$ cat src/rtl/fetch_unit.sv
// Instruction fetch front end: one outstanding memory request, a small FIFO of
// fetched {pc, instr} pairs, and redirect handling that discards stale responses.
module fetch_unit #(
    parameter logic [31:0] RESET_PC = 32'h0000_0000,
    parameter int unsigned QDEPTH   = 2
) (
    input  logic        clk,
    input  logic        rst,
    input  logic        stall,
    input  logic        redirect,
    input  logic [31:0] redirect_pc,
    output logic        imem_req,
    output logic [31:0] imem_addr,
    input  logic        imem_ack,
    input  logic [31:0] imem_rdata,
    output logic [31:0] PC_out,
    output logic [31:0] IR_out,
    output logic        valid_out
);
    localparam int unsigned PW = (QDEPTH > 2) ? 2 : 1;
    localparam int unsigned CW = (QDEPTH > 3) ? 3 : 2;
    localparam logic [PW-1:0] PTR_LAST = PW'(QDEPTH - 1);
    localparam logic [PW-1:0] PTR_ONE  = PW'(1);
    localparam logic [CW-1:0] DEPTH_C  = CW'(QDEPTH);
    localparam logic [CW-1:0] ROOM_MAX = CW'(QDEPTH - 1);

    typedef enum logic [1:0] {IDLE, WAIT, DRAIN} state_t;

    state_t         state_q, state_d;
    logic [31:0]    fpc_q, fpc_d;
    logic [31:0]    imem_addr_q, imem_addr_d;
    logic           imem_req_q, imem_req_d;
    logic [CW-1:0]  count_q, count_d;
    logic [PW-1:0]  rd_ptr_q, rd_ptr_d;
    logic [PW-1:0]  wr_ptr_q, wr_ptr_d;
    logic [31:0]    pc_mem_q [QDEPTH];
    logic [31:0]    ir_mem_q [QDEPTH];

    logic           push;
    logic           pop;
    logic           flush;
    logic [CW-1:0]  occ_after_pop;
    logic [31:0]    target_pc;

    assign target_pc = redirect_pc & 32'hFFFF_FFFC;
    assign valid_out = (count_q != '0);
    assign PC_out    = valid_out ? pc_mem_q[rd_ptr_q] : 32'h0;
    assign IR_out    = valid_out ? ir_mem_q[rd_ptr_q] : 32'h0;
    assign imem_req  = imem_req_q;
    assign imem_addr = imem_addr_q;

    always_comb begin
        state_d       = state_q;
        fpc_d         = fpc_q;
        push          = 1'b0;
        flush         = 1'b0;
        pop           = valid_out && !stall && !redirect;
        occ_after_pop = count_q - CW'(pop);

        case (state_q)
            IDLE: begin
                if (redirect) begin
                    fpc_d = target_pc;
                    flush = 1'b1;
                end else if (occ_after_pop < DEPTH_C) begin
                    state_d = WAIT;
                end
            end
            WAIT: begin
                if (redirect) begin
                    fpc_d   = target_pc;
                    flush   = 1'b1;
                    // Without an ack the old request is still in flight and must be drained.
                    state_d = imem_ack ? IDLE : DRAIN;
                end else if (imem_ack) begin
                    push    = 1'b1;
                    fpc_d   = fpc_q + 32'd4;
                    state_d = (occ_after_pop < ROOM_MAX) ? WAIT : IDLE;
                end
            end
            DRAIN: begin
                if (redirect) begin
                    fpc_d = target_pc;
                end
                if (imem_ack) begin
                    state_d = IDLE;
                end
            end
            default: state_d = IDLE;
        endcase

        rd_ptr_d = rd_ptr_q;
        wr_ptr_d = wr_ptr_q;
        count_d  = occ_after_pop + CW'(push);
        if (flush) begin
            rd_ptr_d = '0;
            wr_ptr_d = '0;
            count_d  = '0;
        end else begin
            if (pop) begin
                rd_ptr_d = (rd_ptr_q == PTR_LAST) ? '0 : rd_ptr_q + PTR_ONE;
            end
            if (push) begin
                wr_ptr_d = (wr_ptr_q == PTR_LAST) ? '0 : wr_ptr_q + PTR_ONE;
            end
        end

        // DRAIN keeps presenting the abandoned address until its ack arrives.
        imem_req_d = (state_d != IDLE);
        case (state_d)
            WAIT:    imem_addr_d = fpc_d;
            DRAIN:   imem_addr_d = imem_addr_q;
            default: imem_addr_d = 32'h0;
        endcase
    end

    always_ff @(posedge clk or negedge rst) begin
        if (!rst) begin
            state_q     <= IDLE;
            fpc_q       <= RESET_PC;
            imem_req_q  <= 1'b0;
            imem_addr_q <= 32'h0;
            count_q     <= '0;
            rd_ptr_q    <= '0;
            wr_ptr_q    <= '0;
        end else begin
            state_q     <= state_d;
            fpc_q       <= fpc_d;
            imem_req_q  <= imem_req_d;
            imem_addr_q <= imem_addr_d;
            count_q     <= count_d;
            rd_ptr_q    <= rd_ptr_d;
            wr_ptr_q    <= wr_ptr_d;
        end
    end

    // Queue storage needs no reset: entries are only visible through count_q.
    generate
        for (genvar gi = 0; gi < QDEPTH; gi++) begin : g_entry
            always_ff @(posedge clk) begin
                if (push && (wr_ptr_q == PW'(gi))) begin
                    pc_mem_q[gi] <= fpc_q;
                    ir_mem_q[gi] <= imem_rdata;
                end
            end
        end
    endgenerate

endmodule

$ cat config.mk
export PLATFORM = sky130hd
export DESIGN_NAME = fetch_unit
export DESIGN_NICKNAME = d
export VERILOG_FILES = /design/src/rtl/fetch_unit.sv
export SDC_FILE = /design/constraint.sdc
export NUM_CORES = 1
export LEC_CHECK = 0
export ABC_AREA = 1
export CAP_MARGIN = 15
export CORE_MARGIN = 10
export CORE_UTILIZATION = 50
export DETAILED_ROUTE_END_ITERATION = 6
export PLACE_DENSITY = 0.89
export SLEW_MARGIN = 10
export SYNTH_ARGS = -nofsm -noshare
export SYNTH_HDL_FRONTEND = slang
export SYNTH_SLANG_ARGS = --single-unit
$ cat constraint.sdc
create_clock -name clk -period 7.6 [get_ports clk]
set_input_delay 1.52 -clock clk [delete_from_list [all_inputs] [get_ports clk]]
set_output_delay 1.52 -clock clk [all_outputs]
set_load 0.01 [all_outputs]
Word level (Yosys, flattened, before mapping) --
Memories as Yosys holds them, arrays and structs flattened. Index checks and enable logic that the tools add are counted.
Word-level totals: memories kept 2, memory bits (read-only) 0, bits in registers 71, latch bits 0, memory bits (writable) 128, output and inout bits 98, input port bits 69, logic and storage cells 73
Cells by class: equal/unequal tests 4, muxes and demuxes 37, $add $sub $neg 5, div/mod/pow operators 0, shift operators 0, bitwise gates (word level) 1, reductions and logical operators 15, multiply operators 0, order comparisons 2
Memory list:
- ir_mem_q | words 2, bits a word 32, read ports 1, clocked after memory_dff 0, write ports 1, line 37 | logic [31:0] ir_mem_q [QDEPTH];
- pc_mem_q | words 2, bits a word 32, read ports 1, clocked after memory_dff 0, write ports 1, line 36 | logic [31:0] pc_mem_q [QDEPTH];
Operator list (count):
- two-way mux 32 bit | 7
- case mux 32 bit (2 select lines) | 2
- OR reduction 32 bit | 2
- adder 32 x 3 -> 32 bit (second input constant) | 1
- two-way mux 1 bit | 20
- two-way mux 2 bit | 7
- nonzero test 2 bit | 4
- case mux 2 bit (3 select lines) | 1
- equality test 2 x 1 -> 1 bit (second input constant) | 2
- equality test 2 bit (second input constant) | 2
- logical AND 1 bit | 4
- OR reduction 2 bit | 2
- adder 1 bit (second input constant) | 2
- adder 2 x 1 -> 2 bit | 1
- logical NOT 1 bit | 2
- logical NOT 2 bit | 1
- less-than comparator 2 x 1 -> 1 bit (second input constant) | 1
- less-than comparator 2 bit (second input constant) | 1
- subtractor 2 x 1 -> 2 bit | 1
- inverter 1 bit | 1

Logic depth before layout (Yosys ltp) --
depth after elaboration 11, gate-level depth with buffers 13, mapped depth without buffers 12

Worst setup path before layout --
No wires, ideal clock.
path type input port to flip-flop, start point input port imem_ack, end point memory ir_mem_q[0][0] (enable), arrival time 4714 ps, buffers on the path 1, required time 7112 ps, setup time 488 ps, path slack 2399 ps, stages on the path 5, cells stage by stage buf_4 -> inv_2 -> nor2_1 -> nand2_1 -> nor2_1
Between the ends: word-level cells in the longest chain between the ends 8, elaborated cells on any way between the ends 12, those cells by class 9 x mux; 3 x reduce/logical
RTL lines:
- start, declared | line 14 | input logic imem_ack,
- two-way mux 1 bit (*) | line 75 | end else if (imem_ack) begin
- two-way mux 1 bit (*) | line 70 | if (redirect) begin
- two-way mux 1 bit (*) | line 60 | case (state_q)
- logical AND 1 bit | line 141 | if (push && (wr_ptr_q == PW'(gi))) begin
- two-way mux 1 bit | line 141
- two-way mux 1 bit (implied by the code) | line 143 | ir_mem_q[gi] <= imem_rdata;
- OR reduction 32 bit (no line)
- two-way mux 1 bit (no line)
- end, declared | line 37
Every way passes the cells marked *; elsewhere a longest branch is shown, timed or not.

Worst setup path in the final report --
start point input port imem_ack, end point memory pc_mem_q[1][14] (enable)
Between the ends: word-level cells in the longest chain between the ends 8, elaborated cells on any way between the ends 12, those cells by class 9 x mux; 3 x reduce/logical
RTL lines:
- two-way mux 1 bit (*) | line 75
- two-way mux 1 bit (*) | line 70
- two-way mux 1 bit (*) | line 60
- logical AND 1 bit | line 141
- two-way mux 1 bit | line 141
- two-way mux 1 bit (implied by the code) | line 142 | pc_mem_q[gi] <= fpc_q;
- OR reduction 32 bit (no line)
- two-way mux 1 bit (no line)
- end, declared | line 36
Marked as above.

==> key figures <==
Min path
  • Hold Path Class: register to register
  • Hold Crit Start: imem_addr[27]
  • Hold Path Sink: imem_addr[27]
  • Hold Path Cell Cnt: 2

Setup path
  • Slowest cell on the critical path: nor2_4
  • R2r startpoint: state_q[0]
  • Crit path kind: input pin to register
  • Worst reg2reg setup slack: 4.29 ns
  • CP Launch Type: input pin
  • Arrival @ worst endpoint: 4.36 ns
  • Endpoint class of the critical path: register
  • Max incr delay on CP: 0.88 ns
  • CP max FO: 37
  • Worst r2r path cells: 6
  • Cell family with most CP delay: buffers and inverters
  • CP Buf/Inv Count: 3
  • Reg-to-Reg End: pc_mem_q[1][14]
  • CP Cell Sequence: clkdlybuf4s50_1 > inv_2 > nor2_1 > nand2_1 > nor2_4 > buf_4
  • CP required: 7.69 ns

Synth
  • Synth Area per Inst: 9.537 um^2
  • Top_reg_cell synth: edfxtp_1
  • Mapped cell area: approximately 9000 um^2
  • Compound-cell area share of the yosys netlist: 0.08927
  • Adder-cell share of the synthesized area: 0.004165
  • Largest family of logic cells by synthesized area: simple AND/OR/NAND/NOR gates
  • Synth Area in Simple Gates: 0.2238
  • Post-synthesis instance total: 945
  • Syn nets: 1017
  • Xor/xnor cell area share of the yosys netlist: 0.001944
  • Sequential area share after synthesis: 0.6236
  • Netlist cell types: 38
  • Post-synth ARST share: 0.3568
  • Post-synthesis register bit count: 199
  • Post-synth EDFFs: 128
  • Ys Warns: 0
  • Mux cell area share after synthesis: 0

Power
  • PD cells: 360.3 nW/um^2
  • Pwr Total: slightly above 4 mW
  • P_leak: 4.580 nW
  • Max VDD drop: 0.0002062 V

Floorplan
  • CORE AREA: 17840 um^2
  • Ports: approximately 170
  • # rows: 49
  • Die ar.: about 24000 um^2
  • Die X: 154.3 um
  • Initial Utilization: 0.5052
  • Die Height: 154.3 um

Routing
  • ANT nets after route: 0
  • Routed len/inst: 17.37 um
  • Vias: 7195
  • Vias/cell: 5.385
  • Routed Wire Length: 23210 um
  • DRC errors left: 0
  • Initial drt markers: 597
  • Pre-antenna DRT Iters: 7

Global route
  • Pin count of the biggest net entering global routing: 72
  • Total gr overflow: 0
  • GRT Total Usage: 0.1914
  • Initial antenna violation count: 0
  • Vias in the first global route: 7064
  • First-pass GRT wire length: 37120 um

STA
  • Slew HR: 0.2613
  • Final hold violation count: 0
  • Skew final: 0.008434 ns
  • Final setup vio count: 0
  • RSZ-0062 raised after global routing: false
  • Slew Limit Fails: 0
  • Final hold slack: 0.4776 ns
  • Worst slew pin tran: 1.105 ns
  • Final worst-path cycle share: 0.5620
  • Fin Setup TNS: 0 ns
  • Period minus WS final: 4.271 ns
  • Fmax: around 0.23 GHz

Placement
  • Detailed placer's ending HPWL: between 15000 and 20000 um
  • Count of input and output buffers: 164
  • Gpl congestion: 0.8983

Run status
  • Status: complete, no violations

Finish
  • Final core utilization: 0.6382
  • Fraction of layout cells with a size suffix above 1: 0.07136
  • # diodes: 0
  • Fill cells: approximately 1400
  • Layout area overhead: 26.34%
  • Nets: 1166

Clock tree
  • Setup bufs post-CTS: 0
  • Root buf cell: clkbuf_16
  • Skew-Pair Late Insertion Delay: 0.43 ns
  • Post-CTS Resized: 0
  • H-tree depth: 4
  • Clk sink count: 199
  • Hold buffers post-CTS: 0
  • TritonCTS clock tree: built
  • Total CTS buffers: 17
  • Worst-path clk slew: 0.07 ns
  • Longest Clk Path Bufs: 2

Run
  • Max Cap Viol: 0
## worst reg2reg max path, delay by kind of cell (launching register included)
family	cells	cell delay [ns]
simple gates	4	1.85
flops	1	0.32
buf+inv	2	0.79
## layout make-up
type | instances | area [um^2] | area share
tap | 229 | 286.5 | 0.02516
sequential | 199 | 5622 | 0.4937
clock buffer | 17 | 425.4 | 0.03736
timing repair buffer | 173 | 1717 | 0.1508
inverter | 79 | 296.5 | 0.02604
clock inverter | 15 | 140.1 | 0.01231
multi-input combinational | 624 | 2899 | 0.2546
## cell families after synthesis
family,after synthesis
buffers and inverters,122
AO/OA/AOI/OAI,141
flip-flops,199
XOR/XNOR,2
AND/OR/NAND/NOR,478
adder cells (fa/ha/maj),3
## Yosys cell counts, types with 7 or more instances
cell type,number,area [um^2]
clkbuf_1,18,67.56
o32ai_1,11,96.34
nand3_1,52,260.3
buf_2,12,60.06
o21ai_0,25,125.1
nand2_2,7,43.79
nand2_1,303,1137
edfxtp_1,128,3844
nand4_1,8,50.05
a21oi_1,73,365.4
nor3_1,10,50.05
dfrtp_1,71,1777
o22ai_1,14,87.58
buf_1,7,26.28
nor2_1,74,277.8
inv_1,73,274.0
## worst max-delay path by stage
stage | endpoint | depth (start not counted) | slack, ns | from
4_1_cts | PC_out[5] | 5 | 2.97 | rd_ptr_q
3_5_place_dp | ir_mem_q[0][23] | 6 | 2.88 | imem_ack
2_1_floorplan | ir_mem_q[0][0] | 5 | 2.40 | imem_ack
3_3_place_gp | ir_mem_q[0][23] | 6 | 2.92 | imem_ack
6_report | pc_mem_q[1][14] | 6 | 3.33 | imem_ack
5_1_grt | ir_mem_q[0][30] | 6 | 3.16 | imem_ack
## metrics by stage
stage / worst slack, ns / std cells / instance area (um^2)
3_3_place_gp: 2.923 / 1303 / 10800
3_5_place_dp: 2.876 / 1303 / 10800
2_1_floorplan: 2.399 / 945 / 9012
5_1_grt: 3.156 / 1336 / 11390
4_1_cts: 2.971 / 1335 / 11370
6_report: 3.329 / 1336 / 11390
## layout by cell type, fill, tap and decap left out, types with 5 or more instances in the layout
master,Yosys,layout
or2_2,5,5
clkbuf_16,0,17
inv_2,6,7
a22o_1,6,6
o21ai_0,25,25
o22ai_1,14,14
inv_6,0,5
dfrtp_1,71,70
o32ai_1,11,11
nor2_4,5,8
a21oi_1,73,73
nor2_2,6,6
edfxtp_1,128,128
nand2_1,303,303
nand3_1,52,52
nor2_1,74,71
nand4_1,8,8
nor3_1,10,10
clkdlybuf4s50_1,0,163
nand2_2,7,7
inv_1,73,72
o21ai_1,5,5
buf_4,2,8
## state kept, by name (all words and copies together) (netlist names)
| register | flops |
|---|---|
| count_q | 2 |
| fpc_q | 32 |
| imem_addr | 32 |
| imem_req | 1 |
| ir_mem_q | 64 |
| pc_mem_q | 64 |
| rd_ptr_q | 1 |
| state_q | 2 |
| wr_ptr_q | 1 |
## report_power, final
group | switching, mW | total, mW | internal [mW]
Sequential | 0.201 | 1.59 | 1.39
Combinational | 0.949 | 1.64 | 0.693
Clock | 0.410 | 0.869 | 0.459
## routing by layer
layer  part of all wire  routed length [um]  global-route usage
met1               0.43                9977              0.2539
met2               0.47               10840              0.3048
met3              0.088                2031             0.04908
met4              0.016                 363             0.05398
met5                  0                   0                   0
(Power assumes the default switching activity.)
